[config.mk]
export PLATFORM = sky130hd
export DESIGN_NAME = e203_wfi_ctrl
export DESIGN_NICKNAME = d
export VERILOG_FILES = /design/src/rtl/e203_wfi_ctrl.sv
export SDC_FILE = /design/constraint.sdc
export NUM_CORES = 1
export LEC_CHECK = 0
export BUFFER_PORTS_ARGS = -buffer_cell sky130_fd_sc_hd__buf_4
export CORE_ASPECT_RATIO = 1.5
export CORE_MARGIN = 1.5
export CORE_UTILIZATION = 43
export CTS_CLUSTER_SIZE = 8
export DETAILED_ROUTE_END_ITERATION = 16
export PLACE_DENSITY = 0.67
export SETUP_SLACK_MARGIN = 0.2
export SLEW_MARGIN = 25
export SYNTH_ARGS = -nofsm -noshare
export SYNTH_HDL_FRONTEND = slang
export SYNTH_SLANG_ARGS = --single-unit
[constraint.sdc]
create_clock -name clk -period 6.45 [get_ports clk]
set_input_delay 1.29 -clock clk [delete_from_list [all_inputs] [get_ports clk]]
set_output_delay 1.29 -clock clk [all_outputs]
set_load 0.01 [all_outputs]
[src/rtl/e203_wfi_ctrl.sv]
// e203_wfi_ctrl: WFI sleep entry/exit sequencer on the always-on clock
module e203_wfi_ctrl #(
  parameter int WAKE_DLY = 2,
  parameter int CNT_W    = 32
) (
  input  logic             clk,
  input  logic             rst,
  input  logic             wfi_req_valid,
  output logic             wfi_req_ready,
  input  logic             dbg_mode,
  input  logic             oitf_empty,
  input  logic             lsu_idle,
  input  logic             biu_idle,
  input  logic             irq_pending,
  input  logic             dbg_req,
  output logic             halt_ifu_req,
  output logic             core_wfi,
  output logic             wake_pulse,
  output logic [CNT_W-1:0] sleep_cnt,
  input  logic             sleep_cnt_clr
);
  typedef enum logic [1:0] {RUN, DRAIN, SLEEP, WAKE} state_t;
  localparam int DLY = (WAKE_DLY < 1) ? 1 : WAKE_DLY;
  localparam int DW  = $clog2(DLY + 1);
  state_t          state, state_nxt;
  logic [DW-1:0]   dly_cnt;
  logic            hs, wake, idle, halt_nxt, wfi_nxt, pulse_nxt;
  assign wfi_req_ready = (state == RUN);
  assign hs   = wfi_req_valid & wfi_req_ready;
  assign wake = irq_pending | dbg_req;
  assign idle = oitf_empty & lsu_idle & biu_idle;
  always_ff @(posedge clk) begin
    if (rst) begin
      state        <= RUN;
      dly_cnt      <= '0;
      halt_ifu_req <= 1'b0;
      core_wfi     <= 1'b0;
      wake_pulse   <= 1'b0;
      sleep_cnt    <= '0;
    end else begin
      state        <= state_nxt;
      dly_cnt      <= (state != WAKE) ? DW'(DLY) : dly_cnt - 1'b1;
      halt_ifu_req <= halt_nxt;
      core_wfi     <= wfi_nxt;
      wake_pulse   <= pulse_nxt;
      sleep_cnt    <= sleep_cnt_clr ? '0 :
                      (state == SLEEP && !(&sleep_cnt)) ? sleep_cnt + 1'b1 : sleep_cnt;
    end
  end
  always_comb begin
    state_nxt = state;
    case (state)
      RUN:     state_nxt = (hs && !dbg_mode) ? DRAIN : RUN;
      DRAIN:   state_nxt = wake ? WAKE : idle ? SLEEP : DRAIN;
      SLEEP:   state_nxt = wake ? WAKE : SLEEP;
      WAKE:    state_nxt = (dly_cnt <= DW'(1)) ? RUN : WAKE;
      default: state_nxt = RUN;
    endcase
  end
  // outputs are registered from the next state so they line up with it
  always_comb begin
    halt_nxt  = (state_nxt != RUN);
    wfi_nxt   = (state_nxt == SLEEP);
    pulse_nxt = (state == WAKE && state_nxt == RUN) || (hs && dbg_mode);
  end
endmodule
==> results.txt, run 1 <==
The flow ran to the end, and the final reports show no timing, DRC or antenna violations. The logs give 7.113 mm for the first-pass GRT wire length and 0 for the number of pins with negative max-slew slack in the final report. The tightest min-delay check is of the reg2reg type. The cell accounting for the most synthesized area is sky130_fd_sc_hd__dfxtp_1.

The aggregate global-route resource usage is 0.1852. Measured along the x axis, the die boundary spans 56.93 µm. The final count of negative-setup-slack endpoints came out at 0.

The final design instance area without fill was 0.002307 mm². Clock tree synthesis inserted a total of 5 buffers. Setup total negative slack on the finished layout was measured at 0 ns. For the total of warnings raised by yosys, the log shows 0. The tools report the met1 track demand over resource in global routing as 0.2141. Setup repair after global routing left no endpoint under its margin.

The area growth from synthesis to layout is 23.02%. The remaining max-slew budget at the tightest pin is 0.5355, and the distinct cell type count of the synthesized netlist is 44. The run gives 0.3229 as the met2 track demand over resource. For the final HPWL from detailed placement, the log shows 3.088 mm.

Data arrives at the worst endpoint at 2.78 ns. The number of global-route vias before repair is 1,637, and the share of the synthesized area in the top cell type is 0.4163. For the final standard cell utilization of the core, the log shows 0.5482. The netlist area before placement came out at 0.001876 mm². The number of antenna violations at the first check in global routing came out at 0. Critical path startpoint category: a register. The total cell area at the placement stage is 0.002223 mm². In this run, the number of DRC markers left after iteration 0 of detailed routing was 44. The buffer type at the clock tree root is sky130_fd_sc_hd__clkbuf_8.

The floorplan step defined a core boundary enclosing 0.004209 mm². The total number of clock tree sinks is 39, and the total setup buffers inserted after CTS is 0. IR analysis of the VDD net gives a maximum drop of 171.3 µV. The tools report the diode insertion count for antenna repair as 0.

TritonCTS built the clock tree. Timing would allow up to 0.3908 GHz. The data required time of the worst path came out at 6.67 ns.

The y dimension of the die was 83.89 µm. Across the run, the number of max-cap violations was 0. After global routing the overflow that remains totals 0.

The ratio of total power to cell area is 188.6 mW/mm². After detailed routing, the average wire length per cell comes to 13.06 µm. The logs give 0.8236 for the final weighted congestion in routability-driven placement and 0.4456 for the initial core utilization.

After clock tree synthesis, the clock-pin slew on the worst setup and hold paths is 0.08 ns. In this run, post-CTS repair resized a total of 0 instances. Wires add up to 4.115 mm. For the maximum clock insertion buffer count, the log shows 2. The cell count after synthesis is 224.

The clock tree skew after final layout came out at 0.006070 ns. Dividing the detail-routed via count by the number of cells gives 5.530. The sequential-to-total area share from yosys stat was 0.4163.

Counting flops and latches in the post-synthesis netlist gives 39. The highest net fanout along the worst path works out to 7. For the final antenna-violating net count, the log shows 0. In this run, post-CTS hold repair placed 0 buffers. The tools report the number of search-and-repair iterations in the first detailed-routing pass as 4.

For the number of hold-slack violations in the final timing report, the log shows 0. Row generation in the floorplan step produced 29 rows. The final worst-path cycle share is 0.3967.

The critical path start-end classification is reg2reg. In this run the static leakage power is 0.8506 nW. The number of nets handed over by synthesis was 236. In this run the number of H-tree levels came out at 2. By area the synthesized netlist is led by sky130_fd_sc_hd__dfxtp_1, sky130_fd_sc_hd__a21oi_1, sky130_fd_sc_hd__nor2_1. The clock period minus worst slack was 2.559 ns. After detailed routing, the number of remaining DRC violations is 0.

For the pin with the worst max-slew slack, the measured transition is 0.6937 ns. The final layout contains 280 nets. The layer carrying the most global-route usage was met2. The total via count in the routed design was 1,742; the overall die area was 0.004775 mm². A synthesized cell averages 8.373 µm². Buffers placed on the I/O ports in this run total 45. At the later pin of the worst-skew pair, clock insertion delay measures 0.29 ns. Setup slack on the worst reg-to-reg path comes out at 3.89 ns. The endpoint class of the critical path was a register. Entering global routing, the biggest net connects 31 pins. The ratio of cells with drive above 1 in the final layout is 0.2305.

For the met3 usage in global routing, the log shows 0.03721. Number of placed I/O pins: 46.
## report_power, final
part / switching, W / internal (W) / total, W / leakage, nW
clock: 0.0000859 / 0.0000740 / 0.000160 / 0.0477
sequential: 0.00000301 / 0.000245 / 0.000248 / 0.315
combinational: 0.0000146 / 0.0000128 / 0.0000274 / 0.487
## metrics by stage
stage	hold slack, ns	power [W]	worst slack (ns)	instances
final	0.4444	0.0004351	3.891	315
after floorplan	0.4084	0.0002693	3.995	224
after global routing	0.4673	0.0004529	3.669	315
after global placement	0.4202	0.0002809	3.978	307
after detailed placement	0.4289	0.0002814	3.908	307
after CTS	0.4403	0.0004399	3.880	315
## registers in the layout (all words and copies together), names as in the netlist
name and cells:
sleep_cnt 32, dly_cnt 2, state 2, core_wfi 1, halt_ifu_req 1, wake_pulse 1
## layer usage
metal / wire length (µm) / vias up
met5: 0 / -
met4: 80 / 0
met3: 165 / 7
met2: 2095 / 37
met1: 1773 / 787
li1: - / 911
## worst max-delay path, cell delays in order (launching register included)
cell and delay [ns]:
sky130_fd_sc_hd__dfxtp_1 0.41, sky130_fd_sc_hd__ha_1 0.20, sky130_fd_sc_hd__nand4_1 0.16, sky130_fd_sc_hd__or4_1 0.61, sky130_fd_sc_hd__or4_1 0.62, sky130_fd_sc_hd__or3_1 0.35, sky130_fd_sc_hd__a21oi_1 0.14
## cell usage after synthesis
cell type,n
sky130_fd_sc_hd__a2111oi_0,1
sky130_fd_sc_hd__a211oi_1,1
sky130_fd_sc_hd__a21boi_0,1
sky130_fd_sc_hd__a21oi_1,23
sky130_fd_sc_hd__a311o_1,1
sky130_fd_sc_hd__a311oi_1,1
sky130_fd_sc_hd__a31oi_1,2
sky130_fd_sc_hd__a41o_1,1
sky130_fd_sc_hd__and2_1,3
sky130_fd_sc_hd__and2_2,1
sky130_fd_sc_hd__and3_1,4
sky130_fd_sc_hd__and4_1,4
sky130_fd_sc_hd__and4_2,3
sky130_fd_sc_hd__buf_2,1
sky130_fd_sc_hd__clkbuf_1,5
sky130_fd_sc_hd__clkbuf_2,1
sky130_fd_sc_hd__clkbuf_8,1
sky130_fd_sc_hd__dfxtp_1,39
sky130_fd_sc_hd__dlymetal6s2s_1,1
sky130_fd_sc_hd__ha_1,2
sky130_fd_sc_hd__inv_1,6
sky130_fd_sc_hd__mux2i_1,1
sky130_fd_sc_hd__nand2_1,15
sky130_fd_sc_hd__nand2b_1,2
sky130_fd_sc_hd__nand3_1,9
sky130_fd_sc_hd__nand4_1,6
sky130_fd_sc_hd__nand4_2,1
sky130_fd_sc_hd__nor2_1,23
sky130_fd_sc_hd__nor2b_1,1
sky130_fd_sc_hd__nor3_1,3
sky130_fd_sc_hd__nor3b_1,1
sky130_fd_sc_hd__nor4_1,2
sky130_fd_sc_hd__o211a_1,1
sky130_fd_sc_hd__o211ai_1,2
sky130_fd_sc_hd__o21a_1,2
sky130_fd_sc_hd__o21ai_0,16
sky130_fd_sc_hd__o21bai_1,1
sky130_fd_sc_hd__o31ai_1,3
sky130_fd_sc_hd__or2_2,1
sky130_fd_sc_hd__or3_1,13
sky130_fd_sc_hd__or3_2,2
sky130_fd_sc_hd__or4_1,6
sky130_fd_sc_hd__xnor2_1,8
sky130_fd_sc_hd__xor2_1,3
## cell type report
cell class / count / area, µm²
multi-input combinational: 170 / 1017
timing repair buffer: 46 / 345.3
fill: 424 / 1902
clock buffer: 5 / 68.82
clock inverter: 3 / 15.01
sequential: 39 / 780.7
tap: 46 / 57.56
inverter: 6 / 22.52
## cells by family after synthesis
family	Yosys count	synth area share
xor gates and xnor gates	11	0.05137
adders and majority gates	2	0.01334
buffers and inverters	15	0.04135
and+or+nand+nor	100	0.2962
AOI/OAI and AO/OA	56	0.1761
DFF	39	0.4163
muxes	1	0.005337
## cell usage in the layout (no fill, tap or decap), types with 5 or more instances in the layout
cell type | Yosys | layout
sky130_fd_sc_hd__buf_4 | 0 | 46
sky130_fd_sc_hd__dfxtp_1 | 39 | 39
sky130_fd_sc_hd__nor2_1 | 23 | 23
sky130_fd_sc_hd__a21oi_1 | 23 | 23
sky130_fd_sc_hd__o21ai_0 | 16 | 16
sky130_fd_sc_hd__nand2_1 | 15 | 15
sky130_fd_sc_hd__or3_1 | 13 | 13
sky130_fd_sc_hd__nand3_1 | 9 | 9
sky130_fd_sc_hd__xnor2_1 | 8 | 8
sky130_fd_sc_hd__inv_1 | 6 | 6
sky130_fd_sc_hd__nand4_1 | 6 | 6
sky130_fd_sc_hd__or4_1 | 6 | 6
sky130_fd_sc_hd__clkbuf_8 | 1 | 5
## final timing paths
kind                                 endpoint         start  cells after the start
worst max-delay path            sleep_cnt[28]  sleep_cnt[0]                      6
worst min-delay path               dly_cnt[0]    dly_cnt[0]                      1
worst max register to register  sleep_cnt[28]  sleep_cnt[0]                      6
worst min register to register     dly_cnt[0]    dly_cnt[0]                      1
(Power assumes the default switching activity.)
==> inputs of run 2 (changes only) <==
- ABC_AREA: default -> 1
- clock period: 6.45 -> 2.3 ns (I/O delays scaled with it)
==> run 2 against run 1 <==
  * First-iteration DRC count rose to 2.8 times the previous value
  * Highest routed layer unchanged
  * Final cell count up 60%
  * Register-to-register slack worse by 3.5 ns
  * Global-route usage up 2.8 points
  * Clock-buffer cell count up 1
  * Total power rose to 3.0 times the previous value
==> results.txt, run 2 <==
The distinct cell type count of the synthesized netlist was 26 (was 44). The cell total after placement is 496 (was 307), and the transition time at the pin with the least slew margin is 0.5894 ns (was 0.6937 ns). Cell depth of the worst hold path: 2 (was 1).

The slack of the worst reg-to-reg path came out at 0.37 ns (was 3.89 ns). The most numerous cell on the critical path is sky130_fd_sc_hd__nand2_4 (was sky130_fd_sc_hd__or4_1). The setup slack at placement came out at 0.3353 ns (was 3.908 ns).

The total DRC errors in the routed layout is 0 (unchanged), and the number of nets in the finished design is 448 (was 280). The relative area change from synthesis to final layout came out at 20.21% (was 23.02%). The number of pins with negative max-slew slack in the final report was 0 (unchanged); the clock network latency to the later pin of the worst-skew pair was 0.29 ns (about the same). Data required time of the worst path: 2.48 ns (was 6.67 ns). TritonCTS built the clock tree.

Final antenna-violating net count: 0 (unchanged). The netlist area before placement came out at 0.002440 mm² (was 0.001876 mm²). Setup repair after global routing left no endpoint under its margin. The logs give 267.2 µV (was 171.3 µV) for the maximum ir drop on the vdd rail and 0 (unchanged) for the global route total overflow. The average wire length per cell after detail routing works out to 12.49 µm (was 13.06 µm). Number of max-cap violations: 0 (unchanged).

The final count of negative-setup-slack endpoints is 0 (unchanged). The total number of clock tree sinks is 39 (unchanged), and the detailed-routed wire length on met2 is 3.188 mm (was 2.095 mm). Worst min-delay path endpoint: dly_cnt[1] (was dly_cnt[0]). The setup slack of the critical path after layout is 0.3676 ns (was 3.891 ns). The ratio of total power to cell area works out to 446.5 mW/mm² (was 188.6 mW/mm²).

The met3 wire length came out at 248 µm (was 165 µm). The top achievable clock speed came out at 0.5175 GHz (was 0.3908 GHz). The path type of the worst min-delay path was in2reg (was reg2reg).

The clock period minus worst slack is 1.932 ns (was 2.559 ns). Registers with the most flip-flops: sleep_cnt x32, dly_cnt x2, state x2 (unchanged). The number of I/O port buffers was 45 (unchanged).

The critical path arrival was 2.11 ns (was 2.78 ns); the H-tree depth was 2 (unchanged). The count of flip-flops with a built-in enable after synthesis was 0 (unchanged). The tools report the number of buffers inserted by hold repair at cts as 0 (unchanged).

The tools report the buffer type at the clock tree root as sky130_fd_sc_hd__clkbuf_8 (unchanged). The leading cell type in the layout, fill and taps excluded was sky130_fd_sc_hd__nand2_1 (was sky130_fd_sc_hd__buf_4). The number of non-filler instances in the completed layout is 505 (was 315), and the aggregate negative setup slack is 0 ns (unchanged). The number of placement rows is 33 (was 29), and the total routed wire length on the met1 layer is 2.539 mm (was 1.773 mm). The final worst-path cycle share was 0.8402 (was 0.3967); the number of search-and-repair iterations in the first detailed-routing pass was 4 (unchanged). Critical path start-end classification: reg2reg (unchanged). The number of global-route vias before repair is 2,250 (was 1,637).

The first-pass GRT wire length came out at 10.04 mm (was 7.113 mm). The cell with the largest stage delay on the worst path was sky130_fd_sc_hd__dfxtp_1 (was sky130_fd_sc_hd__or4_1). The flow ran to the end, and the final reports show no timing, DRC or antenna violations. The tools report the beginning of the worst hold path as rst (was dly_cnt[0]). The dominant register cell in the synthesized netlist was sky130_fd_sc_hd__dfxtp_1 (unchanged). The y dimension of the die was 95.26 µm (was 83.89 µm); the number of DRC violations after detailed-routing iteration 0 was 121 (was 44). Total via count in the routed design: 2,504 (was 1,742). The critical path startpoint category was a register (unchanged). The horizontal die dimension came out at 64.51 µm (was 56.93 µm).

Commonest cells after routing, fill and taps aside: sky130_fd_sc_hd__nand2_1, sky130_fd_sc_hd__nor2_1, sky130_fd_sc_hd__buf_4 (was sky130_fd_sc_hd__buf_4, sky130_fd_sc_hd__dfxtp_1, sky130_fd_sc_hd__nor2_1, sky130_fd_sc_hd__a21oi_1, sky130_fd_sc_hd__o21ai_0). The register bank with the most flops is sleep_cnt (unchanged). The most repeated cell in the gate-level netlist after synthesis was sky130_fd_sc_hd__nand2_1 (was sky130_fd_sc_hd__dfxtp_1). The average cell area after synthesis came out at 6.354 µm² (was 8.373 µm²). Cell accounting for the most synthesized area: sky130_fd_sc_hd__dfxtp_1 (unchanged). The register clock-pin slew on the reported worst setup and hold paths came out at 0.07 ns (was 0.08 ns). The tools report the worst flop-to-flop path endpoint as sleep_cnt[15] (was sleep_cnt[28]). The number of buffers created by CTS was 5 (unchanged); the number of antenna violations at the first check in global routing was 0 (unchanged).

The highest net fanout along the worst path is 24 (was 7), and the sequential-to-total area share from yosys stat is 0.3200 (was 0.4163). The ratio of cells with drive above 1 in the final layout works out to 0.2023 (was 0.2305). Cell count after synthesis: 384 (was 224). The share of the synthesized area in the top cell type came out at 0.3200 (was 0.4163). The number of flip-flops in the largest register is 32 (unchanged). For the remaining max-slew budget at the tightest pin, the log shows 0.6067 (was 0.5355). The logs give 0.4477 (was 0.4456) for the initial core utilization and 2 (unchanged) for the maximum clock insertion buffer count. Overall die area: 0.006144 mm² (was 0.004775 mm²). The reg-to-reg startpoint is sleep_cnt[1] (was sleep_cnt[0]). The number of hold-slack violations in the final timing report came out at 0 (unchanged). For the final HPWL from detailed placement, the log shows 4.838 mm (was 3.088 mm).

The wire length after detailed routing was 6.306 mm (was 4.115 mm). The maximum single-stage delay on the critical path was 0.41 ns (was 0.62 ns); the clock tree skew after final layout was 0.001683 ns (was 0.006070 ns). Cells along the critical path: ha_2, nand2_2, nor2_4, nand2_4, nor2_8, nand2_4, nand2_8, inv_4, nand2_1, a21oi_2 (was ha_1, nand4_1, or4_1, or4_1, or3_1, a21oi_1). Aggregate global-route resource usage: 0.2135 (was 0.1852). Uppermost signal routing layer after detailed routing: met4 (unchanged).

Number of storage elements in the synthesis netlist: 39 (unchanged). The synthesized netlist net count was 396 (was 236). The tools report the diode insertion count for antenna repair as 0 (unchanged).

Top cells by area, synth: sky130_fd_sc_hd__dfxtp_1, sky130_fd_sc_hd__nand2_1, sky130_fd_sc_hd__nor2_1 (was sky130_fd_sc_hd__dfxtp_1, sky130_fd_sc_hd__a21oi_1, sky130_fd_sc_hd__nor2_1). The logs give 0.9102 (was 0.8236) for the final weighted congestion in routability-driven placement and 29 (was 31) for the maximum number of pins on one net before global-route repair. The detailed-route vias per instance was 4.958 (was 5.530). The tools report the total of warnings raised by yosys as 0 (unchanged). The share of synthesized registers carrying an async set or reset is 0 (unchanged).

Endpoint class of the critical path: a register (unchanged). Ranking of synthesized cells by instance count: sky130_fd_sc_hd__nand2_1, sky130_fd_sc_hd__nor2_1, sky130_fd_sc_hd__dfxtp_1, sky130_fd_sc_hd__inv_1, sky130_fd_sc_hd__nand3_1 (was sky130_fd_sc_hd__dfxtp_1, sky130_fd_sc_hd__a21oi_1, sky130_fd_sc_hd__nor2_1, sky130_fd_sc_hd__o21ai_0, sky130_fd_sc_hd__nand2_1). The worst reg-to-reg path cell count came out at 10 (was 6). Area of the core: 0.005450 mm² (was 0.004209 mm²).

The leakage power summed over all cells is 1.152 nW (was 0.8506 nW). The run gives 46 (unchanged) as the number of placed I/O pins.
## run 2: cell types whose count changed after synthesis, sizes merged, moves of 6 or more
cell | previous run | this run
nor2 | 23 | 76
o21ai | 16 | 2
nand3 | 9 | 20
nand2 | 15 | 149
and4 | 7 | 0
or3 | 15 | 0
inv | 6 | 32
xor2 | 3 | 10
or4 | 6 | 0
## run 2: per-layer routing
layer	track usage	vias up
met2	0.3932	59
met4	0.1330	0
met1	0.2188	1127
met5	0	-
li1	-	1299
met3	0.04250	19
## run 2: cells by family after synthesis
| logic type | count (synthesis) | synth area share |
|---|---|---|
| simple gates | 260 | 0.4518 |
| xor+xnor | 15 | 0.05384 |
| flops | 39 | 0.3200 |
| fa+ha+maj | 2 | 0.01025 |
| buf+inv | 38 | 0.07333 |
| compound gates | 30 | 0.09077 |
## run 2: power breakdown
group	leakage (nW)	internal (W)	switching [W]	total, W
clock network	0.0371	0.000202	0.000228	0.000430
registers	0.315	0.000693	0.0000120	0.000705
logic	0.799	0.0000578	0.000117	0.000175
## run 2: critical path: cells and delay by family (launching register included)
family / cells / cell delay (ns)
flops: 1 / 0.41
fa+ha+maj: 1 / 0.25
buf+inv: 1 / 0.13
compound gates: 1 / 0.05
simple gates: 7 / 0.95
## run 2: area by class of cell
class | count | area (µm²)
fill | 600 | 2517
multi-input combinational | 308 | 1494
sequential | 39 | 780.7
timing repair buffer | 50 | 375.4
inverter | 32 | 122.6
tap | 70 | 87.58
clock buffer | 6 | 72.57
## run 2: timing repair
action                                  4_1_cts  5_1_grt
setup buffers                                 0        2
hold endpoints to repair                      0        0
endpoints found under the setup margin        0       13
gates resized for setup                       0        1
## run 2: how the worst max path moves through the flow
| stage | startpoint | endpoint | slack (ns) | cells past startpoint |
|---|---|---|---|---|
| 5_1_grt | sleep_cnt[0] | sleep_cnt[25] | 0.24 | 10 |
| 4_1_cts | sleep_cnt[1] | sleep_cnt[13] | 0.32 | 10 |
| 6_report | sleep_cnt[1] | sleep_cnt[15] | 0.37 | 10 |
| 2_1_floorplan | sleep_cnt[1] | sleep_cnt[11] | 0.52 | 11 |
| 3_5_place_dp | sleep_cnt[1] | sleep_cnt[13] | 0.34 | 10 |
| 3_3_place_gp | sleep_cnt[1] | sleep_cnt[29] | 0.40 | 10 |
## run 2: metrics by stage
step	power, W	util	area (µm²)	hold WS, ns
3_3_place_gp	0.0008867	0.5195	2831	0.4208
6_report	0.001310	0.5381	2933	0.3696
4_1_cts	0.001319	0.5328	2904	0.3687
2_1_floorplan	0.0008444	-	2440	0.4047
3_5_place_dp	0.0008890	0.5195	2831	0.4237
5_1_grt	0.001368	0.5381	2933	0.3690
==> inputs of run 3 (changes only) <==
- clock period: 2.3 -> 1.72 ns (I/O delays scaled with it)
==> run 3 against run 2 <==
  * Worst hold slack worse by 0.13 ns
  * Setup slack worse by 0.34 ns
  * Sequential share of layout area fell by 4.5 points
  * Utilization is 13 points higher
  * Fmax grew 14%
  * Via count grew 11%
==> results.txt, run 3 (synthesized netlist as in run 2, its figures left out) <==
The H-tree depth is 2 (unchanged), and the global route total overflow is 0 (unchanged). The relative area change from synthesis to final layout was 48.92% (was 20.21%); the final hold slack was 0.2419 ns (was 0.3696 ns). The number of buffers created by CTS came out at 5 (unchanged). The buffer type at the clock tree root is sky130_fd_sc_hd__clkbuf_8 (unchanged). The highest net fanout along the worst path is 7 (was 24), and the leakage power summed over all cells is 1.499 nW (was 1.152 nW).

For the clock network latency to the later pin of the worst-skew pair, the log shows 0.30 ns (was 0.29 ns). The setup slack at placement was 0.04379 ns (was 0.3353 ns); the ratio of cells with drive above 1 in the final layout was 0.4029 (was 0.2023). The flow ran to the end, and the final reports show no timing, DRC or antenna violations. The final HPWL from detailed placement is 5.301 mm (was 4.838 mm), and the clock tree skew after final layout is 0.01044 ns (was 0.001683 ns). The tools report the diode insertion count for antenna repair as 0 (unchanged).

Detailed-route vias per instance: 4.993 (was 4.958). The path type of the worst min-delay path was in2reg (unchanged). Ratio of total power to cell area: 542.1 mW/mm² (was 446.5 mW/mm²).

TritonCTS built the clock tree. The run gives 504 (was 600) as the number of fillers in the final layout. The run gives 33 (unchanged) as the number of placement rows. For the first-pass GRT wire length, the log shows 11.62 mm (was 10.04 mm). Setup repair after global routing could not meet its margin everywhere. The horizontal die dimension is 64.51 µm (unchanged).

The tools report the number of placed I/O pins as 46 (unchanged). For the number of nets in the finished design, the log shows 500 (was 448). The final antenna-violating net count was 0 (unchanged); the number of antenna violations at the first check in global routing was 0 (unchanged). The run gives 1.91 ns (was 2.48 ns) as the data required time of the worst path. Final worst-path cycle share: 0.9846 (was 0.8402). For the total number of clock tree sinks, the log shows 39 (unchanged). The leading cell type in the layout, fill and taps excluded was sky130_fd_sc_hd__nand2_1 (unchanged). The total DRC errors in the routed layout is 0 (unchanged), and the wire length after detailed routing is 7.775 mm (was 6.306 mm). The run gives 2,578 (was 2,250) as the number of global-route vias before repair. The critical path startpoint category was a register (unchanged). The number of buffers inserted by hold repair at cts was 0 (unchanged); the final weighted congestion in routability-driven placement was 0.9104 (was 0.9102). Registers with the most flip-flops: sleep_cnt x32, dly_cnt x2, state x2 (unchanged). The register clock-pin slew on the reported worst setup and hold paths was 0.08 ns (was 0.07 ns); the number of DRC violations after detailed-routing iteration 0 was 138 (was 121).

The overall die area is 0.006144 mm² (unchanged). The run gives 0 ns (unchanged) as the aggregate negative setup slack. The total via count in the routed design is 2,791 (was 2,504), and the average wire length per cell after detail routing is 13.91 µm (was 12.49 µm). For the top achievable clock speed, the log shows 0.5905 GHz (was 0.5175 GHz). The final count of negative-setup-slack endpoints is 0 (unchanged), and the number of hold-slack violations in the final timing report is 0 (unchanged).

Commonest cells after routing, fill and taps aside: sky130_fd_sc_hd__nand2_1, sky130_fd_sc_hd__buf_4, sky130_fd_sc_hd__nor2_1 (was sky130_fd_sc_hd__nand2_1, sky130_fd_sc_hd__nor2_1, sky130_fd_sc_hd__buf_4). The setup slack of the critical path after layout is 0.02641 ns (was 0.3676 ns). The run gives 0.7574 (was 0.6067) as the remaining max-slew budget at the tightest pin.

The maximum ir drop on the vdd rail is 395.7 µV (was 267.2 µV), and the number of I/O port buffers is 45 (unchanged). The tools report the initial core utilization as 0.4477 (unchanged). The number of flip-flops in the largest register was 32 (unchanged); the maximum number of pins on one net before global-route repair was 25 (was 29). The area of the core came out at 0.005450 mm² (unchanged). The register bank with the most flops was sleep_cnt (unchanged).

The critical path arrival was 1.88 ns (was 2.11 ns); the number of max-cap violations was 0 (unchanged). Y dimension of the die: 95.26 µm (unchanged). The clock period minus worst slack works out to 1.694 ns (was 1.932 ns).

The critical path start-end classification is reg2reg (unchanged). The tools report the endpoint class of the critical path as a register (unchanged). Number of search-and-repair iterations in the first detailed-routing pass: 4 (unchanged).

Maximum clock insertion buffer count: 2 (unchanged). The tools report the number of pins with negative max-slew slack in the final report as 0 (unchanged). The aggregate global-route resource usage was 0.2467 (was 0.2135); the transition time at the pin with the least slew margin was 0.3631 ns (was 0.5894 ns).
## run 3: changes by cell type in the layout (fill, tap and decap cells not counted), moves of 2 or more
| cell | before | now |
|---|---|---|
| sky130_fd_sc_hd__dfxtp_2 | 0 | 9 |
| sky130_fd_sc_hd__dfxtp_4 | 0 | 3 |
| sky130_fd_sc_hd__clkinv_2 | 0 | 3 |
| sky130_fd_sc_hd__inv_8 | 0 | 2 |
| sky130_fd_sc_hd__nand2_1 | 144 | 121 |
| sky130_fd_sc_hd__nand2_4 | 3 | 5 |
| sky130_fd_sc_hd__dfxtp_1 | 39 | 27 |
| sky130_fd_sc_hd__nor2_2 | 2 | 14 |
| sky130_fd_sc_hd__buf_4 | 50 | 89 |
| sky130_fd_sc_hd__nor2_1 | 71 | 54 |
| sky130_fd_sc_hd__nor2_4 | 2 | 7 |
| sky130_fd_sc_hd__buf_12 | 0 | 3 |
| sky130_fd_sc_hd__buf_6 | 0 | 6 |
| sky130_fd_sc_hd__nand2_2 | 2 | 23 |
## run 3: area by class of cell
type,count,area (µm²),share of cell area
multi-input combinational,309,1669,0.4594
sequential,39,803.3,0.2211
timing repair inverter,2,22.52,0.006198
clock buffer,5,68.82,0.01894
clock inverter,3,15.01,0.004132
inverter,32,146.4,0.04029
tap,70,87.58,0.02410
timing repair buffer,99,820.8,0.2259
## run 3: metal layers
metal | GRT usage | part of all wire | vias to the layer above
met4 | 0.1348 | 0.054 | 0
met5 | 0 | 0 | -
met3 | 0.03542 | 0.043 | 30
met2 | 0.4583 | 0.52 | 84
met1 | 0.2655 | 0.38 | 1270
li1 | - | - | 1407
## run 3: final timing paths
kind | startpoint | end | slack [ns] | cells after the start
max | sleep_cnt[0] | sleep_cnt[25] | 0.03 | 11
min | rst | dly_cnt[1] | 0.24 | 2
max reg2reg | sleep_cnt[0] | sleep_cnt[25] | 0.03 | 11
min reg2reg | dly_cnt[0] | dly_cnt[0] | 0.43 | 1
## run 3: repair_timing
action,CTS,global route
gates resized for setup,9,56
setup endpoints to repair,29,32
buffers inserted,6,14
pin swaps,1,12
gates cloned,1,4
## run 3: critical path, stage by stage, from the launching register on
cell and delay, ns:
sky130_fd_sc_hd__dfxtp_4 0.38, sky130_fd_sc_hd__ha_4 0.16, sky130_fd_sc_hd__nand2_4 0.06, sky130_fd_sc_hd__nor2_4 0.16
sky130_fd_sc_hd__nand2_4 0.10, sky130_fd_sc_hd__nor2_8 0.15, sky130_fd_sc_hd__nand2_8 0.11, sky130_fd_sc_hd__nand2_8 0.13
sky130_fd_sc_hd__buf_12 0.14, sky130_fd_sc_hd__clkinv_16 0.06, sky130_fd_sc_hd__nand2_1 0.06, sky130_fd_sc_hd__a21oi_1 0.07
## run 3: stage by stage
stage | std cells | utilization | power [W] | instance area (µm²)
2_1_floorplan | 384 | - | 0.001134 | 2480
3_3_place_gp | 526 | 0.5705 | 0.001216 | 3109
3_5_place_dp | 526 | 0.5705 | 0.001220 | 3109
4_1_cts | 541 | 0.6047 | 0.001865 | 3296
5_1_grt | 559 | 0.6667 | 0.002053 | 3633
6_report | 559 | 0.6667 | 0.001970 | 3633
## run 3: power by group
part	internal [W]	switching, W	total [W]
Sequential	0.000922	0.0000175	0.000939
Combinational	0.000181	0.000234	0.000415
Clock	0.000278	0.000337	0.000615
Total	0.00138	0.000589	0.00197
